--- src/rtl/encoder_fault_test_ctrl.sv ---
// Built-in self-test sequencer for a WIDTH-input priority encoder: sweeps every
// input vector, compares the EUT response with a golden model and reports fault statistics.
module encoder_fault_test_ctrl #(
  parameter int WIDTH         = 4,
  parameter int OUT_W         = 2,
  parameter int SETTLE_CYCLES = 1
) (
  input  logic             clk,
  input  logic             rst,
  input  logic             start,
  output logic [WIDTH-1:0] eut_d,
  input  logic [OUT_W-1:0] eut_y,
  output logic             busy,
  output logic             done,
  output logic             pass,
  output logic [WIDTH:0]   fail_count,
  output logic [WIDTH-1:0] first_fail_vec,
  output logic [OUT_W-1:0] first_fail_y,
  output logic [OUT_W-1:0] err_bits
);

  localparam int CNT_W = $clog2(SETTLE_CYCLES + 1);
  localparam logic [CNT_W-1:0] SETTLE_INIT = CNT_W'(SETTLE_CYCLES);

  localparam logic [1:0] IDLE    = 2'd0;
  localparam logic [1:0] APPLY   = 2'd1;
  localparam logic [1:0] COMPARE = 2'd2;
  localparam logic [1:0] DONE    = 2'd3;

  logic [1:0]       state;
  logic [CNT_W-1:0] cnt;
  logic [OUT_W-1:0] golden;
  logic [OUT_W-1:0] diff;
  logic             mismatch;
  logic             last_vec;
  logic [WIDTH:0]   fail_next;

  // Golden model: later iterations overwrite earlier ones, so the highest set bit wins.
  // NOTE: every always_comb output gets a default first so no path leaves it unassigned (no latch).
  always_comb begin
    golden = '0;
    for (int i = 0; i < WIDTH; i++) begin
      if (eut_d[i]) golden = OUT_W'(i);
    end
  end

  assign diff      = golden ^ eut_y;
  assign mismatch  = |diff;
  assign last_vec  = &eut_d;
  assign fail_next = fail_count + {{WIDTH{1'b0}}, mismatch};
  assign busy      = (state == APPLY) || (state == COMPARE);

  // eut_d doubles as the vector counter; explicit all-ones detection ends the sweep before it wraps.
  // NOTE: state registers use non-blocking assignments so every branch sees pre-edge values.
  always_ff @(posedge clk) begin
    if (rst) begin
      state          <= IDLE;
      cnt            <= '0;
      eut_d          <= '0;
      done           <= 1'b0;
      pass           <= 1'b0;
      fail_count     <= '0;
      first_fail_vec <= '0;
      first_fail_y   <= '0;
      err_bits       <= '0;
    end else begin
      case (state)
        IDLE, DONE: begin
          if (start) begin
            state          <= APPLY;
            cnt            <= SETTLE_INIT;
            eut_d          <= '0;
            done           <= 1'b0;
            pass           <= 1'b0;
            fail_count     <= '0;
            first_fail_vec <= '0;
            first_fail_y   <= '0;
            err_bits       <= '0;
          end
        end
        APPLY: begin
          cnt <= cnt - 1'b1;
          if (cnt == CNT_W'(1)) state <= COMPARE;
        end
        COMPARE: begin
          if (mismatch) begin
            fail_count <= fail_next;
            err_bits   <= err_bits | diff;
            if (fail_count == '0) begin
              first_fail_vec <= eut_d;
              first_fail_y   <= eut_y;
            end
          end
          if (last_vec) begin
            state <= DONE;
            done  <= 1'b1;
            pass  <= (fail_next == '0);
          end else begin
            state <= APPLY;
            eut_d <= eut_d + 1'b1;
            cnt   <= SETTLE_INIT;
          end
        end
        default: state <= IDLE;
      endcase
    end
  end

endmodule

--- config.mk ---
export PLATFORM = sky130hd
export DESIGN_NAME = encoder_fault_test_ctrl
export DESIGN_NICKNAME = d
export VERILOG_FILES = /design/src/rtl/encoder_fault_test_ctrl.sv
export SDC_FILE = /design/constraint.sdc
export NUM_CORES = 1
export LEC_CHECK = 0
export ABC_AREA = 1
export CORE_MARGIN = 2
export CORE_UTILIZATION = 46
export CTS_CLUSTER_DIAMETER = 30
export DETAILED_ROUTE_END_ITERATION = 8
export GPL_TIMING_DRIVEN = 0
export PLACE_DENSITY = 0.75
export SYNTH_ARGS = -nofsm -noshare
export SYNTH_HDL_FRONTEND = slang
export SYNTH_SLANG_ARGS = --single-unit
--- constraint.sdc ---
create_clock -name clk -period 1.5 [get_ports clk]
set_input_delay 0.3 -clock clk [delete_from_list [all_inputs] [get_ports clk]]
set_output_delay 0.3 -clock clk [all_outputs]
set_load 0.01 [all_outputs]
# Word level (Yosys, flattened, before mapping)
# Index checks and enable logic that the tools add are counted.
[word_totals]
elab_cells = 67
output_inout_bits = 20
reg_bits = 22
input_bits = 5
[classes]
n_bitwise = 2
addsub = 3
muxes = 30
n_reduce_logical = 14
eq_ne = 9
[op_table]
columns = ["cell", "count"]
rows = [
  ["two-way mux 2 bit", 9],
  ["two-way mux 4 bit", 4],
  ["one-hot mux 4 bit (2 select lines)", 2],
  ["zero test 5 bit", 2],
  ["two-way mux 5 bit", 2],
  ["!= test 2 bit (second input constant)", 5],
  ["one-hot mux 5 bit (2 select lines)", 1],
  ["AND reduction 3 bit", 3],
  ["one-hot mux 2 bit (2 select lines)", 2],
  ["AND reduction 4 bit", 2],
  ["two-way mux 1 bit", 6],
  ["one-hot mux 2 bit (3 select lines)", 1],
  ["adder 5 x 1 -> 5 bit", 1],
  ["adder 4 x 1 -> 4 bit (second input constant)", 1],
  ["== test 2 bit (second input constant)", 2],
  ["one-hot mux 1 bit (2 select lines)", 2],
  ["AND reduction 2 bit", 2],
  ["OR reduction 2 bit", 2],
  ["one-hot mux 1 bit (3 select lines)", 1],
  ["== test 2 x 1 -> 1 bit (second input constant)", 1],
  ["zero test 2 bit", 1],
  ["!= test 2 x 1 -> 1 bit (second input constant)", 1],
  ["bitwise OR 2 bit", 1],
  ["nonzero test 2 bit", 1],
  ["3 further kinds", 3],
]

# Logic depth before layout (Yosys ltp)
[logic_depth]
ltp_word = 9
mapped_depth = 13
mapped_depth_nobuf = 13

# Least setup slack after synthesis
# OpenSTA, ideal clock, no wires.
[synth_timing]
path_type = "register to register"
startpoint = "register eut_d[2]"
endpoint = "register fail_count[4]"
n_path_buf = 0
stages_incl_launch_ff = 13
setup_time_ps = 113
t_arrival_ps = 1615
period_less_slack_ps = 1729
t_required_ps = 1387
slack_ps = -229
path_cell_list = "dfxtp_1 > inv_2 > nand2_1 > nand3_2 > nand2_2 > nand2_1 > ha_1 > ha_1 > nand3_1 > xor2_1 > nor2_1 > nor2_1 > nor2_1"
[synth_between]
elab_chain_cells = 7
elab_cells_between_ends = 9
cone_classes = "add/sub: 1; eq/ne: 1; mux: 4; bitwise: 1; reduce/logical: 2"
[synth_rtl]
columns = ["item", "line", "rtl"]
rows = [
  ["start, declared", "11", "output logic [WIDTH-1:0] eut_d,"],
  ["start signal, assigned", "100", "eut_d <= eut_d + 1'b1;"],
  ["two-way mux 2 bit * (2 in a row)", "43", "if (eut_d[i]) golden = OUT_W'(i);"],
  ["bitwise XOR 2 bit *", "47", "assign diff = golden ^ eut_y;"],
  ["OR reduction 2 bit *", "48", "assign mismatch = |diff;"],
  ["adder 5 x 1 -> 5 bit", "50", "assign fail_next = fail_count + {{WIDTH{1'b0}}, mismatch};"],
  ["two-way mux 5 bit", "86", "if (mismatch) begin"],
  ["one-hot mux 5 bit (2 select lines)", "67", "case (state)"],
  ["end signal, assigned", "87", "fail_count <= fail_next;"],
  ["end, declared", "16", "output logic [WIDTH:0] fail_count,"],
]
# Mark *: on every way between the ends. The rest lies on a longest branch, timed or not. The select of a mux whose other input is x is not followed.
# A chain may end at the register's enable or synchronous reset.

# Final worst setup path
[layout_timing]
startpoint = "register eut_d[2]"
endpoint = "register first_fail_vec[1]"
[layout_between]
elab_chain_cells = 6
[layout_rtl]
columns = ["item", "line", "rtl"]
rows = [
  ["two-way mux 2 bit (2 in a row)", "43", ""],
  ["bitwise XOR 2 bit", "47", ""],
  ["OR reduction 2 bit", "48", ""],
  ["!= test 2 bit (no source line)", "--", ""],
  ["AND reduction 4 bit (no source line)", "--", ""],
  ["end signal, assigned", "90", "first_fail_vec <= eut_d;"],
  ["end, declared", "17", "output logic [WIDTH-1:0] first_fail_vec,"],
]
# No other way between the ends.

==> flow_metrics.py <==
metrics = {
    "run_status": {
        "status": "complete, but fails checks",
        "violations": "setup timing",
    },
    "critical_path": {
        "reg2reg_depth": 14,
        "max_stage_delay_ns": 0.41,
        "rrSetupSlack_ns": -0.25,
        "worst_setup_path_start_kind": "register",
        "reg2reg_to": "first_fail_vec[1]",
        "arrival_ns": 1.99,
        "crit_path_max_fanout": 6,
        "timing.rr.start": "eut_d[2]",
        "cpMaxStageDelayCell": "dfxtp_4",
        "critPathRequiredTime_ns": 1.73,
        "crit_chain": "inv_4 -> nand2_4 -> nand2_2 -> nand2_2 -> nand2_2 -> buf_4 -> buf_4 -> buf_4 -> buf_6 -> nand3_4 -> buf_6 -> nand3_2 -> nand2_1 -> nor2_1",
        "crit_type": "reg2reg",
        "end_kind": "register",
    },
    "synth": {
        "synth_top_area_frac": 0.347,
        "synth_warnings": 0,
        "synth-async-reset-ratio": 0,
        "synthTopCellsByArea": "dfxtp_1 (35%), nand2_1 (12%), nor2_1 (10%)",
        "syn_inst": 185,
        "syn-cell-area_sq_um": 1270,
        "synth_ff_type": "dfxtp_1",
        "syn_avg_cell_area_sq_um": 6.86,
        "synth_edf_count": 0,
        "synth_top_area_cell": "dfxtp_1",
        "syn_nets": 195,
        "yosysSeqAreaShare": 0.347,
        "ys_types": 23,
        "ys_ff_latch": 22,
    },
    "power": {
        "swShare": 0.363,
        "power_frac_seq": 0.418,
        "combPwrFrac": 0.412,
        "powerDensity_nw_per_um2": 820,
        "clkPwrFrac": 0.170,
        "switching_power_mw": 0.605,
        "ir_drop_uv": 683,
        "power.internal_mw": 1.06,
        "finalPower_mw": 1.67,
        "leakagePower_nw": 1.02,
    },
    "drt": {
        "routed_via_density": 5.32,
        "vias": 1427,
        "wl_mm": 3.95,
        "drt-wirelength-per-cell_microns": 14.7,
        "drt_iter0_drc": 52,
        "route.detailed.drc": 0,
        "first_pass_iters": 4,
        "ant_nets": 0,
    },
    "cts": {
        "ctsLongestPathBuffers": 2,
        "h-tree-depth": 1,
        "root_buffer": "clkbuf_4",
        "cts_tree": "built",
        "clkSinkCount": 22,
        "clkSlewWorstSetupHoldPaths_ns": 0.12,
        "cts_buffers": 3,
        "clock_latency_ns": 0.32,
    },
    "sta": {
        "period_share": 1.17,
        "fin_skew_ns": 0.00271,
        "rsz0062_at_grt": "yes",
        "drv_slew": 0,
        "setup_viol": 16,
        "worst_slew_pin_slew_ns": 0.322,
        "hold_viol_final": 0,
        "fin_ws_ns": -0.255,
        "timing.final.crit_period_ns": 1.75,
        "fmax_mhz": 570,
        "setup-tns-final_ns": -2.76,
        "relSlewSlack": 0.785,
    },
    "placement": {
        "portBuffers": 24,
        "hpwl_mm": 2.22,
        "place_congestion": 0.813,
        "placed_area_sq_um": 1620,
    },
    "min_path": {
        "hold_path_end": "err_bits[0]",
        "hp-class": "reg2reg",
        "hold_depth": 2,
        "min_from": "err_bits[0]",
    },
    "die": {
        "pin_count": 25,
        "placementRows": 19,
        "dieArea_sq_um": 3200,
        "initial_core_util": 0.473,
        "dieWidth_microns": 56.5,
        "core_area_sq_um": 2690,
        "die_h_microns": 56.5,
    },
    "grt": {
        "grt_max_degree": 12,
        "grt_pass1_vias": 1371,
        "grt_first_pass_wirelength_mm": 5.97,
        "antenna_found_initial": 0,
        "grt_usage": 0.230,
        "gr-total-overflow": 0,
    },
    "layout": {
        "layout.nets": 249,
        "syn2layout_area_growth_pct": 60.3,
        "drive_above_1_share": 0.443,
        "diodes": 0,
        "final_area_sq_um": 2040,
        "utilization": 0.758,
    },
    "flow_run": {
        "drv_cap": 0,
    },
}
## layout by cell type (no fill, tap or decap)
cell type	instances
a21oi_1	7
a21oi_2	7
a21oi_4	2
and2_1	1
buf_2	1
buf_4	21
buf_6	7
clkbuf_2	1
clkbuf_4	3
clkdlybuf4s50_1	4
dfxtp_1	11
dfxtp_2	6
dfxtp_4	5
dlygate4sd2_1	11
dlymetal6s2s_1	7
ha_1	2
ha_4	3
inv_1	14
inv_2	7
inv_4	3
nand2_1	31
nand2_2	10
nand2_4	4
nand2_8	1
nand3_1	8
nand3_2	6
nand3_4	2
nor2_1	30
nor2_2	4
nor2_4	6
nor3b_2	1
o21ai_0	1
o21ai_1	5
o21ai_2	2
xnor2_4	1
xor2_2	2
## cell usage after synthesis (2+ instances only)
master / number
nand3_2: 6
nor2_4: 4
nand3_1: 10
buf_4: 2
o21ai_0: 4
nor2_1: 34
dfxtp_1: 22
nand2_2: 5
nor2_2: 2
ha_1: 5
inv_2: 7
nand2_1: 40
o21ai_1: 4
inv_1: 16
a21oi_1: 15
xor2_1: 2
## power by group through the flow
stage / combinational, mW / clock, mW / sequential (mW)
after floorplan: 0.310 / 0 / 0.709
after global placement: 0.485 / 0 / 0.689
final: 0.688 / 0.284 / 0.698
after CTS: 0.567 / 0.273 / 0.691
after detailed placement: 0.497 / 0 / 0.695
after global routing: 0.751 / 0.306 / 0.708
## worst max-delay path, delay by kind of cell (launching register included)
family	cells	cell delay (ns)
DFF	1	0.41
buffers and inverters	6	0.70
and+or+nand+nor	8	0.55
## through the flow
stage,hold slack [ns],cells,worst slack (ns)
after floorplan,0.362,185,-0.0695
after global routing,0.496,268,-0.346
after CTS,0.472,259,-0.218
final,0.465,268,-0.255
after detailed placement,0.450,240,-0.610
after global placement,0.448,240,-0.553
## how the worst max path moves through the flow
stage                     cells past startpoint                end      from
after CTS                                    13               pass  eut_d[2]
after detailed placement                     12      fail_count[4]  eut_y[1]
final                                        14  first_fail_vec[1]  eut_d[2]
after global placement                       12      fail_count[4]  eut_y[1]
after floorplan                              13      fail_count[4]  eut_d[2]
after global routing                         14  first_fail_vec[1]  eut_d[2]
## registers in the layout, summed over array words and instances, names as in the netlist
name            flops
cnt                 1
done                1
err_bits            2
eut_d               4
fail_count          5
first_fail_vec      4
first_fail_y        2
pass                1
state               2
## cell families after synthesis
kind of cell / Yosys count / synth area share
compound gates: 24 / 0.0975
xor+xnor: 3 / 0.0207
fa+ha+maj: 5 / 0.0493
buf+inv: 28 / 0.0956
flops: 22 / 0.347
simple gates: 103 / 0.390
## routing by layer
metal	vias to the layer above	wire, microns	track usage
li1	687	-	-
met2	51	1960	0.379
met1	674	1650	0.302
met3	15	204	0.0346
met4	0	143	0.0850
met5	-	0	0
## what timing repair did
| item | in CTS | in global routing |
|---|---|---|
| buffers inserted | 16 | 8 |
| hold buffers | 0 | 0 |
| resized for setup | 46 | 38 |
| gates cloned | 2 | 1 |
| setup endpoints to repair | 28 | 31 |
| pin swaps | 14 | 17 |
## cell type report
class / count / area (sq um)
tap: 31 / 38.8
inverter: 24 / 97.6
multi-input combinational: 136 / 940
fill: 176 / 651
timing repair buffer: 48 / 435
buffer: 4 / 35.0
sequential: 22 / 467
clock buffer: 3 / 22.5
Power figures use the tool's default switching activity.
